==> src/rtl/fountain_v1_sched_pkg.sv <==
// Shared definitions for the fountain_v1 scheduler: FSM encoding and default sizing.
// The state values are fixed so the encoding stays stable in waveforms and debug taps.
package fountain_v1_sched_pkg;

    localparam int DEF_DW        = 64;
    localparam int DEF_START_LEN = 1;
    localparam int DEF_CORE_LAT  = 32;

    typedef enum logic [1:0] {
        ST_IDLE  = 2'd0,
        ST_START = 2'd1,
        ST_WAIT  = 2'd2,
        ST_RESP  = 2'd3
    } state_t;

    function automatic int max2(input int a, input int b);
        return (a > b) ? a : b;
    endfunction

endpackage

==> src/rtl/fountain_v1_sched_rr_arb2.sv <==
// Two-input round-robin grant: a lone valid always wins; a tie goes to the side chosen by rr.
// Purely combinational, no state of its own.
module rr_arb2 (
    input  logic       i_vld0,
    input  logic       i_vld1,
    input  logic       i_rr,
    output logic [1:0] o_gnt,
    output logic       o_gid
);

    always_comb begin
        o_gid = (i_vld0 && i_vld1) ? i_rr : i_vld1;
        o_gnt = {i_vld1 & o_gid, i_vld0 & ~o_gid};
    end

endmodule

==> src/rtl/fountain_v1_sched.sv <==
// Shares one fountain_v1_serial core between two requesters: arbitrate, pulse start, count the
// fixed core latency, capture data_out, then hold the result on rsp_* until rsp_ready.
module fountain_v1_sched
    import fountain_v1_sched_pkg::*;
#(
    parameter int DW        = DEF_DW,
    parameter int START_LEN = DEF_START_LEN,
    parameter int CORE_LAT  = DEF_CORE_LAT
) (
    input  logic          clk,
    input  logic          rst,
    input  logic          req0_valid,
    output logic          req0_ready,
    input  logic [DW-1:0] req0_data,
    input  logic          req1_valid,
    output logic          req1_ready,
    input  logic [DW-1:0] req1_data,
    output logic          rsp_valid,
    input  logic          rsp_ready,
    output logic          rsp_id,
    output logic [DW-1:0] rsp_data,
    output logic          core_start,
    output logic [DW-1:0] core_data_in,
    input  logic [DW-1:0] core_data_out,
    output logic          busy
);

    // One counter serves both the START hold and the WAIT latency count.
    localparam int CW = $clog2(max2(CORE_LAT, START_LEN) + 1);

    state_t          r_state;
    state_t          w_next;
    logic            r_rr;
    logic            r_job_id;
    logic [DW-1:0]   r_job_data;
    logic [CW-1:0]   r_cnt;
    logic [DW-1:0]   r_rsp_data;
    logic [1:0]      w_gnt;
    logic            w_gid;
    logic            w_start_last;
    logic            w_wait_last;

    rr_arb2 u_arb (
        .i_vld0 (req0_valid),
        .i_vld1 (req1_valid),
        .i_rr   (r_rr),
        .o_gnt  (w_gnt),
        .o_gid  (w_gid)
    );

    assign w_start_last = (r_cnt == CW'(START_LEN - 1));
    assign w_wait_last  = (r_cnt == CW'(CORE_LAT - 1));

    always_comb begin
        w_next = r_state;
        case (r_state)
            ST_IDLE:  if (|w_gnt)       w_next = ST_START;
            ST_START: if (w_start_last) w_next = ST_WAIT;
            ST_WAIT:  if (w_wait_last)  w_next = ST_RESP;
            ST_RESP:  if (rsp_ready)    w_next = ST_IDLE;
            default:                    w_next = ST_IDLE;
        endcase
    end

    always_ff @(posedge clk) begin
        if (rst) begin
            r_state    <= ST_IDLE;
            r_rr       <= 1'b0;
            r_job_id   <= 1'b0;
            r_job_data <= '0;
            r_cnt      <= '0;
            r_rsp_data <= '0;
        end else begin
            r_state <= w_next;
            case (r_state)
                ST_IDLE: begin
                    if (|w_gnt) begin
                        r_job_data <= w_gnt[1] ? req1_data : req0_data;
                        r_job_id   <= w_gid;
                        r_cnt      <= '0;
                    end
                end
                ST_START: r_cnt <= w_start_last ? '0 : r_cnt + 1'b1;
                ST_WAIT: begin
                    r_cnt <= r_cnt + 1'b1;
                    if (w_wait_last) r_rsp_data <= core_data_out;
                end
                ST_RESP: if (rsp_ready) r_rr <= ~r_job_id;
                default: r_cnt <= '0;
            endcase
        end
    end

    assign req0_ready   = (r_state == ST_IDLE) & w_gnt[0];
    assign req1_ready   = (r_state == ST_IDLE) & w_gnt[1];
    assign core_start   = (r_state == ST_START);
    // job_data only moves on a handshake, so the core input is stable for the whole job.
    assign core_data_in = r_job_data;
    assign rsp_valid    = (r_state == ST_RESP);
    assign rsp_id       = r_job_id;
    assign rsp_data     = r_rsp_data;
    assign busy         = (r_state != ST_IDLE);

endmodule

==> config.mk <==
export PLATFORM = sky130hd
export DESIGN_NAME = fountain_v1_sched
export DESIGN_NICKNAME = d
export VERILOG_FILES = /design/src/rtl/fountain_v1_sched_pkg.sv /design/src/rtl/fountain_v1_sched_rr_arb2.sv /design/src/rtl/fountain_v1_sched.sv
export SDC_FILE = /design/constraint.sdc
export NUM_CORES = 1
export LEC_CHECK = 0
export ABC_AREA = 1
export CAP_MARGIN = 20
export CORE_AREA = 3 3 129 131
export DETAILED_ROUTE_END_ITERATION = 8
export DIE_AREA = 0 0 132 134
export GPL_TIMING_DRIVEN = 0
export PLACE_DENSITY = 0.78
export SLEW_MARGIN = 20
export SYNTH_ARGS = -nofsm -noshare
export SYNTH_HDL_FRONTEND = slang
export SYNTH_HIERARCHICAL = 1
export SYNTH_SLANG_ARGS = --single-unit
==> constraint.sdc <==
create_clock -name clk -period 2.95 [get_ports clk]
set_input_delay 0.295 -clock clk [delete_from_list [all_inputs] [get_ports clk]]
set_output_delay 0.295 -clock clk [all_outputs]
set_load 0.02 [all_outputs]
# Word level (Yosys, flattened, before mapping)
# Cells that the tools add are included.
# W data, S select, Z words.
[totals] ff_bits=138 in_bits=197
[classes] add_sub_neg=1 n_eq_ne=8 mux=10 bitwise=6 n_reduce_logical=11
[op_table] operator="$mux W64" n=1
[op_table] operator="$pmux W6 S3" n=1
[op_table] operator="$mux W6" n=2
[op_table] operator="$mux W2" n=4
[op_table] operator="$pmux W2 S4" n=1
[op_table] operator="$reduce_and A2 Y1" n=4
[op_table] operator="$add A6 B1 Y6 const B" n=1
[op_table] operator="$eq A6 B5 Y1 const B" n=1
[op_table] operator="$logic_not A6 Y1" n=1
[op_table] operator="$and A1 B1 Y1" n=4
[op_table] operator="$eq A2 B2 Y1 const B" n=2
[op_table] operator="$ne A2 B1 Y1 const B" n=2
[op_table] operator="$ne A2 B2 Y1 const B" n=2
[op_table] operator="$reduce_and A4 Y1" n=1
[op_table] operator="$reduce_bool A3 Y1" n=1
[op_table] operator="$eq A2 B1 Y1 const B" n=1
[op_table] operator="$logic_not A2 Y1" n=1
[op_table] operator="$not A1 Y1" n=2
[op_table] operator="$reduce_bool A2 Y1" n=1
[op_table] operator="$reduce_or A2 Y1" n=1
[op_table] operator="$logic_and A1 B1 Y1" n=1
[op_table] operator="$mux W1" n=1

# Longest topological paths before layout
# Gate-level depths: netlist (run 1).
[logic_depth] ltp_word=7 ltp_mapped=11 depth_no_buf=11

# Hierarchy
# The synthesis (run 1) kept the hierarchy.
[by_module_without_submodules] module="fountain_v1_sched" instances=1 cells_per_inst=726 area_each_um2=5635.4 seq_area_each_um2=2762.6
[by_module_without_submodules] module="rr_arb2" instances=1 cells_per_inst=6 area_each_um2=25.0 seq_area_each_um2=0.0

# Worst setup path before layout (run 1)
# Ideal clock, no wire load.
[synth_path] path_kind="flip-flop to flip-flop" startpoint="register r_state[0]" endpoint="register r_job_data[11] (netlist: core_data_in[11])" arrival_ns=1.335 required_time_ns=2.825 slack_ns=1.490 stages_incl_launch_ff=9 period_less_slack_ns=1.460 path_cell_list="dfxtp_1 -> inv_1 -> ha_1 -> nand2_1 -> nand2_1 -> buf_4 -> buf_4 -> o21ai_0 -> a31oi_1"
[synth_between] elab_chain_cells=2
[synth_lines] element="start: declaration" line_no="fountain_v1_sched.sv:31" source="state_t r_state;"
[synth_lines] element="start signal: assignment" line_no="fountain_v1_sched.sv:74" source="r_state <= w_next;"
[synth_lines] element="$logic_not A2 Y1" line_no="fountain_v1_sched.sv:75" source="case (r_state)"
[synth_lines] element="$reduce_and A2 Y1 (no line)"
[synth_lines] element="end signal: assignment" line_no="fountain_v1_sched.sv:78" source="r_job_data <= w_gnt[1] ? req1_data : req0_data;"
[synth_lines] element="end: declaration" line_no="fountain_v1_sched.sv:35" source="logic [DW-1:0] r_job_data;"
# No other way between the ends.
# A chain may end at the register's enable or synchronous reset.

# Worst setup path in the final report (run 1)
[layout_path] startpoint="register r_state[0]" endpoint="output req1_ready"
[layout_between] elab_chain_cells=2
[layout_lines] element="$logic_not A2 Y1" line_no="fountain_v1_sched.sv:95" source="assign req1_ready = (r_state == ST_IDLE) & w_gnt[1];"
[layout_lines] element="$and A1 B1 Y1" line_no="fountain_v1_sched.sv:95"
[layout_lines] element="end: declaration" line_no="fountain_v1_sched.sv:16" source="output logic req1_ready,"
# No other way between the ends.

==> impl_summary.md, run 1 <==
STA
The worst path meets setup with 720 ps of slack. The slew at the pin closest to its max-slew limit is 486 ps. The maximum operating frequency is 448 MHz. The final critical delay including setup and external delays is 2230 ps. The final number of hold-violating endpoints is 0. For the final database, setup skew stands at 11.9 ps.

The number of max-slew violations in the final report is 0. The count of final setup violators is 0. Of the available clock period, the critical path in the final layout requires 75.6%. The worst slew margin relative to its limit is 67.6%.

After routing, the total negative slack on setup checks comes to 0 ps. Setup repair after global routing left no endpoint under its margin.

Yosys
The biggest area contributor in the post-synthesis netlist is sky130_fd_sc_hd__dfxtp_1. The instance count of the mapped netlist is 732. The most used flip-flop cell after synthesis is sky130_fd_sc_hd__dfxtp_1. After synthesis, the share of flip-flops with an asynchronous set or reset is 0%. Ranked by total cell area, the synthesized netlist is headed by sky130_fd_sc_hd__dfxtp_1 (49%), sky130_fd_sc_hd__nand2_1 (10%), sky130_fd_sc_hd__a31oi_1 (7.1%). The most repeated cell in the gate-level netlist after synthesis is sky130_fd_sc_hd__nand2_1. The share of the synthesized area in the top cell type is 48.8%. The average footprint of a synthesized cell is 7.73 um^2. The number of synthesized register bits is 138. The yosys synthesis warning count is 6.

The number of enable flip-flop cells after synthesis is 0. The synthesized net count is 937. The cell area that synthesis handed to floorplanning was 0.00566 mm^2. After synthesis, the most frequently instantiated cells are sky130_fd_sc_hd__nand2_1 (154), sky130_fd_sc_hd__dfxtp_1 (138), sky130_fd_sc_hd__inv_1 (83).

The number of distinct library cell variants in the gate-level netlist after synthesis is 23. Sequential cells were found to cover 48.8% of the synthesized design area.

Finish
The net count of the finished layout is 1286. The fraction of final layout cells sized beyond drive strength 1 is 6.12%. The area growth from synthesis to layout is 74.1%.

Run
Max-cap violations in this run came to 0.

Setup path
The startpoint type of the worst setup path is a flip-flop. The required time of the critical path is 2650 ps. The peak fanout along the critical path is 5. In this run the critical register-to-register path is launched from r_state[0]$_SDFFE_PP0P_.

The reg2reg setup slack is 1200 ps. The startpoint-to-endpoint class of the critical path is reg2out. The data arrival time of the critical path is 1930 ps.

The endpoint of the most critical register-to-register path is core_data_in[40]$_SDFFE_PP0P_. The logic depth of the worst register-to-register path is 7. The worst setup path is captured at an output pin.

Floorplanning
The I/O pin count is 331. The die outline height is 134 um. The total die area is 0.0177 mm^2. In this run the horizontal extent of the chip is 132 um. The initial utilization of the core area, before any placement, comes to 36.0%. The core region is 0.0157 mm^2.

The initialized floorplan defines 46 standard-cell rows.

Global route
The overall global routing resource usage is 23.0%. The pin count of the biggest net entering global routing is 17. The number of global-route vias before repair was 6217.

The total overflow left after global routing is 0. The first-pass GRT wire length is 32300 um. The initial antenna violation count is 4.

Clocking
CTS built an H-tree with a depth of 4. TritonCTS built the clock tree. The clock passes through at most 2 buffers. The master cell of the clock root buffer is sky130_fd_sc_hd__clkbuf_16. The clock net in this run drives a total of 138 sinks.

The number of hold-repair buffers added at the cts stage is 0. The clock transition at the register clock pins on the worst setup and hold paths after CTS is 60 ps. The TritonCTS buffer count is 17. The number of buffers inserted by post-CTS setup repair is 0.

The later pin in the worst-skew pair is clocked with a latency of 420 ps. Gates resized during post-CTS repair numbered 0.

Detailed routing
The number of routed nets with antenna violations is 0. The pre-antenna-repair detailed-routing pass consisted of 5 iterations. After detailed routing, the number of remaining DRC violations is 0.

Using the TritonRoute via totals, the vias-per-cell ratio works out to 4.81. The vias after detailed routing is 6316. The number of DRC markers in iteration 0 is 299. The final routed wire length divided by cell count is 16.3 um. The routed wire length is 21400 um.

Placed design
OpenSTA, run right after detailed placement, puts the worst setup slack at 799 ps. Detailed placement ended at an HPWL of 16300 um. The count of input and output buffers is 330.

The placer's final routability congestion estimate is 0.891.

Outcome
The run finished with clean final reports.

Pwr
The highest ir drop seen on vdd is 461 uV. For this design the ratio of total power to cell area is 690 mW/mm^2. Total power for the finished layout comes to 0.00680 W. The reported leakage power is 3.73 nW.

Min path
The worst hold path terminates at rsp_data[33]$_SDFFE_PP0P_. In this run the most critical hold path is launched from rsp_data[33]$_SDFFE_PP0P_. The worst min-delay path class is reg2reg. Counting instances, the worst hold path has a depth of 2.
-- cells by family after synthesis --
kind of cell | after synthesis | share of synthesized area [%]
compound gates | 263 | 24.7
flops | 138 | 48.8
simple gates | 180 | 12.3
fa+ha+maj | 8 | 1.77
buf+inv | 139 | 11.8
xor+xnor | 4 | 0.619
-- metrics by stage --
stage / util (%) / hold WS, ps / cell area [um^2] / instances
after global placement: 58.8 / 432 / 9230 / 1278
final: 62.7 / 442 / 9850 / 1313
after floorplan: - / 373 / 5660 / 732
after detailed placement: 58.8 / 436 / 9230 / 1278
after global routing: 62.7 / 449 / 9850 / 1313
after CTS: 62.7 / 435 / 9850 / 1310
-- critical path, stage by stage (launching register included) --
cell and delay [ps]:
sky130_fd_sc_hd__dfxtp_1 350, sky130_fd_sc_hd__inv_1 130, sky130_fd_sc_hd__ha_1 260, sky130_fd_sc_hd__nand2_1 120, sky130_fd_sc_hd__inv_1 60, sky130_fd_sc_hd__clkdlybuf4s50_1 600
-- how the worst max path moves through the flow --
stage | depth (start not counted) | startpoint | slack, ps | endpoint
finish | 5 | r_state[0]$_SDFFE_PP0P_ | 720 | req1_ready
global route | 5 | r_state[0]$_SDFFE_PP0P_ | 590 | req1_ready
CTS | 5 | r_state[0]$_SDFFE_PP0P_ | 690 | req1_ready
detailed placement | 7 | req1_valid | 800 | core_data_in[61]$_SDFFE_PP0P_
global placement | 6 | rst | 780 | rsp_data[63]$_SDFFE_PP0P_
floorplan | 8 | r_state[0]$_SDFFE_PP0P_ | 1490 | core_data_in[11]$_SDFFE_PP0P_
-- report_power, final --
part           switching, W  internal (W)  leakage, nW  total [W]
Sequential         0.000165       0.00216         1.13    0.00233
Combinational       0.00121       0.00105         2.31    0.00226
Clock              0.000849       0.00136        0.286    0.00221
Total               0.00223       0.00457         3.73    0.00680
-- layer usage --
| metal | routed length, um | global-route usage (%) | part of all wire, % |
|---|---|---|---|
| met4 | 556 | 9.51 | 2.6 |
| met1 | 8300 | 25.4 | 39 |
| met2 | 10500 | 39.6 | 49 |
| met5 | 13 | 0 | 0.061 |
| met3 | 1970 | 9.11 | 9.2 |
-- cells in the final DEF (no fill, tap or decap) --
cell / instances
sky130_fd_sc_hd__nand2_1: 154
sky130_fd_sc_hd__clkbuf_8: 3
sky130_fd_sc_hd__buf_2: 10
sky130_fd_sc_hd__nand2_2: 1
sky130_fd_sc_hd__nand3_2: 1
sky130_fd_sc_hd__buf_6: 11
sky130_fd_sc_hd__inv_1: 83
sky130_fd_sc_hd__nand3_1: 5
sky130_fd_sc_hd__dfxtp_1: 138
sky130_fd_sc_hd__clkbuf_1: 23
sky130_fd_sc_hd__clkdlybuf4s50_1: 330
sky130_fd_sc_hd__clkbuf_16: 17
sky130_fd_sc_hd__or2_2: 1
sky130_fd_sc_hd__nor2_1: 17
sky130_fd_sc_hd__inv_6: 2
sky130_fd_sc_hd__o21ai_1: 75
sky130_fd_sc_hd__o21ai_0: 55
sky130_fd_sc_hd__a31oi_1: 64
sky130_fd_sc_hd__a311oi_1: 1
sky130_fd_sc_hd__buf_4: 8
sky130_fd_sc_hd__clkinvlp_4: 4
sky130_fd_sc_hd__clkinv_2: 1
sky130_fd_sc_hd__bufinv_16: 3
sky130_fd_sc_hd__buf_1: 2
sky130_fd_sc_hd__diode_2: 3
sky130_fd_sc_hd__clkinv_4: 3
sky130_fd_sc_hd__inv_2: 1
sky130_fd_sc_hd__nor2_2: 1
sky130_fd_sc_hd__ha_1: 8
sky130_fd_sc_hd__xor2_1: 4
sky130_fd_sc_hd__a21oi_1: 68
-- cell type report --
type	instances	area, um^2
well taps	216	270
inverters	84	315
clock inverters	13	169
plain buffers	55	352
diodes	3	7.51
flip-flops and latches	138	2760
clock buffers	19	443
repair buffers	330	3300
multi-input cells	455	2230
fillers	1379	5860
-- sequential cells by signal, indices dropped and copies added (netlist names) --
name	cells
rsp_data	64
r_rr	1
r_state	2
core_data_in	64
r_cnt	6
rsp_id	1
Note: power is estimated with default switching activity, not from simulation.
==> run 2: changes to the inputs <==
Settings changed: CORE_AREA 3 3 129 131 to not set, CORE_MARGIN set to 3, CORE_UTILIZATION set to 34, DIE_AREA 0 0 132 134 to not set, PLACE_DENSITY 0.78 to 0.77.
Clock period 2.95 ns to 1.8 ns, I/O delays scaled along.
==> run 2 against run 1 <==
Final cell count fell by 0.30%; global-route usage down 0.34 points; final area about the same; non-clock buffer count unchanged; critical path type unchanged; count of clock-buffer cells in the layout rose by 1; core utilization is 1.5 points lower; sequential share of layout area barely moved; power rose by 64%; largest power group unchanged; sequential power increased by 64%; sequential cell count is the same; first-iteration DRC count fell by 1.3%.
==> impl_summary.md, run 2 (synthesis gave the netlist of run 1 again) <==
Outcome
Outcome: finished, final reports clean (unchanged).

Setup path
The number of logic stages on the critical path including buffering is 5 (unchanged). The critical-path cell with the highest stage delay is sky130_fd_sc_hd__dfxtp_1 (was sky130_fd_sc_hd__clkdlybuf4s50_1). The required time of the critical path is 1620 ps (was 2650 ps). The family of cells with the greatest summed delay on the critical path is buffers and inverters (unchanged). The worst path buffer plus inverter count was 3 (unchanged). The data arrival time of the critical path was 1510 ps (was 1930 ps). The logic depth of the worst register-to-register path is 8 (was 7).

Cell-by-cell trace of the critical path: inv_1 -> ha_4 -> nand2_1 -> inv_1 -> clkdlybuf4s15_2 (was inv_1 -> ha_1 -> nand2_1 -> inv_1 -> clkdlybuf4s50_1). The critical path endpoint category is an output pin (unchanged). The critical path's largest stage delay is 380 ps (was 600 ps).

The cell repeated most along the worst path is sky130_fd_sc_hd__inv_1 (unchanged). The startpoint-to-endpoint class of the critical path is reg2out (unchanged). The startpoint type of the worst setup path is a flip-flop (unchanged).

The peak fanout along the critical path is 5 (unchanged).

Floorplanning
The area inside the core boundary was 0.0161 mm^2 (was 0.0157 mm^2). The I/O pin count is 331 (unchanged). The die outline height was 135 um (was 134 um). The total die area is 0.0182 mm^2 (was 0.0177 mm^2). The initial standard-cell utilization of the core is 35.1% (was 36.0%). The floorplan die width came to 135 um (was 132 um). The number of rows created at floorplan is 46 (unchanged).

Pwr
The fraction of power spent switching nets is 32.3% (was 32.7%). The total power density per cell area is 1130 mW/mm^2 (was 690 mW/mm^2). The reported leakage power is 3.76 nW (was 3.73 nW).

The share of power burned in combinational logic is 33.6% (was 33.3%). The share of total power in sequential cells is 34.3% (was 34.2%). The power share of the clock group was 32.0% (was 32.5%). The total design power was 0.0111 W (was 0.00680 W). The total internal power came to 0.00753 W (was 0.00457 W). The reported net switching power is 0.00359 W (was 0.00223 W).

The highest ir drop seen on vdd is 631 uV (was 461 uV).

Detailed routing
The number of routed nets with antenna violations is 0 (unchanged). The number of detailed-routing iterations run before antenna repair is 6 (was 5). The number of DRC markers in iteration 0 came to 295 (was 299). The final routed wire length divided by cell count was 16.4 um (was 16.3 um). The post-route DRC violation count was 0 (unchanged). The via count normalized by instance count was 4.77 (was 4.81). The vias after detailed routing is 6243 (was 6316). The routed wire length is 21500 um (was 21400 um).

STA
For this run, the top clock speed supported by timing is 592 MHz. The final worst hold slack is 337 ps (was 442 ps). The slew at the pin closest to its max-slew limit is 512 ps (was 486 ps). The number of max-slew violations in the final report is 0 (unchanged). The smallest clock period supported by the final layout is computed as 1690 ps. The final number of hold-violating endpoints is 0 (unchanged). The post-route clock period utilization is 93.8%. The count of final setup violators is 0 (unchanged). The largest clock skew in the final design was 6.95 ps (was 11.9 ps). The worst slew margin relative to its limit came to 65.8% (was 67.6%).

Global route
The pin count of the biggest net entering global routing is 17 (unchanged). The number of global-route vias before repair is 6174 (was 6217). The initial antenna violation count is 2 (was 4). The first-pass GRT wire length is 32400 um (was 32300 um).

The overall global routing resource usage came to 22.7% (was 23.0%). The total congestion overflow came to 0 (unchanged).

Finish
The combined flip-flop and latch cell area is 0.00276 mm^2 (about the same). The post-layout instance area is 0.00986 mm^2 (was 0.00985 mm^2). The number of standard cells in the layout, taps in and fillers out is 1309 (was 1313). The number of fillers in the final layout was 1466 (was 1379). The combined area of the multi-input logic cells came to 0.00224 mm^2 (was 0.00223 mm^2). The most common cell after layout, fill and taps aside is sky130_fd_sc_hd__clkdlybuf4s50_1 (unchanged). Most frequent cells in the layout: sky130_fd_sc_hd__clkdlybuf4s50_1 (325), sky130_fd_sc_hd__nand2_1 (154), sky130_fd_sc_hd__dfxtp_1 (137) (was sky130_fd_sc_hd__clkdlybuf4s50_1 (330), sky130_fd_sc_hd__nand2_1 (154), sky130_fd_sc_hd__dfxtp_1 (138)). The number of nets in the finished design is 1286 (unchanged). The share of the core filled with cells was 61.2% (was 62.7%). The number of antenna cells inserted is 0 (was 3). The fraction of final layout cells sized beyond drive strength 1 is 6.77% (was 6.12%). The synthesis-to-layout area growth came to 74.2% (was 74.1%).

Clocking
The master cell of the clock root buffer is sky130_fd_sc_hd__clkbuf_16 (unchanged). The maximum buffer depth of the clock tree came to 2 (unchanged). The number of buffers inserted by post-CTS setup repair is 0 (unchanged). The number of hold-repair buffers added at the cts stage is 0 (unchanged). The clock sink total is 138 (unchanged).

The TritonCTS clock tree is yes (unchanged). The total number of H-tree levels was 4 (unchanged). The clock transition at the register clock pins on the worst setup and hold paths after CTS came to 60 ps (about the same). The TritonCTS buffer count came to 17 (unchanged). The clock insertion delay at the later pin of the skew report is 410 ps (was 420 ps).

Min path
The cell depth of the worst hold path is 3 (was 2). The worst min-delay path class is in2reg (was reg2reg).

Placed design
The cell count after placement is 1278 (unchanged). The final HPWL from detailed placement came to 16500 um (was 16300 um). The post-detailed-placement cell area is 0.00923 mm^2 (unchanged). The count of input and output buffers is 330 (unchanged).

The placer's final routability congestion estimate is 0.910 (was 0.891).

Run
The number of max-capacitance violations reported came to 0 (unchanged).
-- run 2: cell types whose count changed in the layout (fill, tap and decap cells not counted), moves of 3 or more --
cell	before	now
sky130_fd_sc_hd__clkbuf_1	23	20
sky130_fd_sc_hd__clkinv_2	1	4
sky130_fd_sc_hd__clkinvlp_4	4	1
sky130_fd_sc_hd__dlygate4sd2_1	0	3
sky130_fd_sc_hd__diode_2	3	0
sky130_fd_sc_hd__clkbuf_2	0	4
sky130_fd_sc_hd__clkdlybuf4s50_1	330	325
-- run 2: stage by stage --
stage,setup TNS [ps],setup slack (ps)
3_3_place_gp,-8850,-231
5_1_grt,-2.27,-1.41
4_1_cts,0,34.2
6_report,0,111
2_1_floorplan,0,340
3_5_place_dp,-11930,-308
-- run 2: power groups by stage --
stage,Clock [W],Combinational [W],Sequential (W)
after floorplan,0,0.00131,0.00437
after global placement,0,0.00370,0.00384
after detailed placement,0,0.00373,0.00386
after CTS,0.00364,0.00372,0.00381
after global routing,0.00376,0.00406,0.00387
final,0.00356,0.00374,0.00382
-- run 2: final timing paths --
kind | start | endpoint | slack (ps)
worst max-delay path | r_state[1]$_SDFFE_PP0P_ | req0_ready | 110
worst min-delay path | req0_data[40] | core_data_in[40]$_SDFFE_PP0P_ | 340
worst max register to register | r_state[1]$_SDFFE_PP0P_ | core_data_in[12]$_SDFFE_PP0P_ | 150
worst min register to register | rsp_data[22]$_SDFFE_PP0P_ | rsp_data[22]$_SDFFE_PP0P_ | 440
-- run 2: final cells by class --
class	count	share of cell area, %
flip-flops and latches	138	28.0
plain buffers	55	3.72
inverters	84	3.20
repair buffers	330	33.5
multi-input cells	455	22.7
clock inverters	11	1.46
well taps	216	2.74
clock buffers	20	4.63
-- run 2: worst reg2reg max path, delay by kind of cell (launching register included) --
kind	cells	cell delay, ps
AO/OA/AOI/OAI	2	270
buffers and inverters	3	470
flip-flops	1	380
AND/OR/NAND/NOR	2	200
adder cells (fa/ha/maj)	1	200
-- run 2: routing by layer --
| layer | share of wire [%] | track usage [%] |
|---|---|---|
| met4 | 2.3 | 7.67 |
| met3 | 11 | 10.2 |
| met1 | 39 | 24.9 |
| met2 | 48 | 39.0 |
| met5 | 0.10 | 0 |
-- run 2: timing repair --
item,in CTS,in global routing
setup endpoints to repair,6,56
endpoints found under the hold margin,0,0
gates resized for setup,11,10
gates cloned,0,0
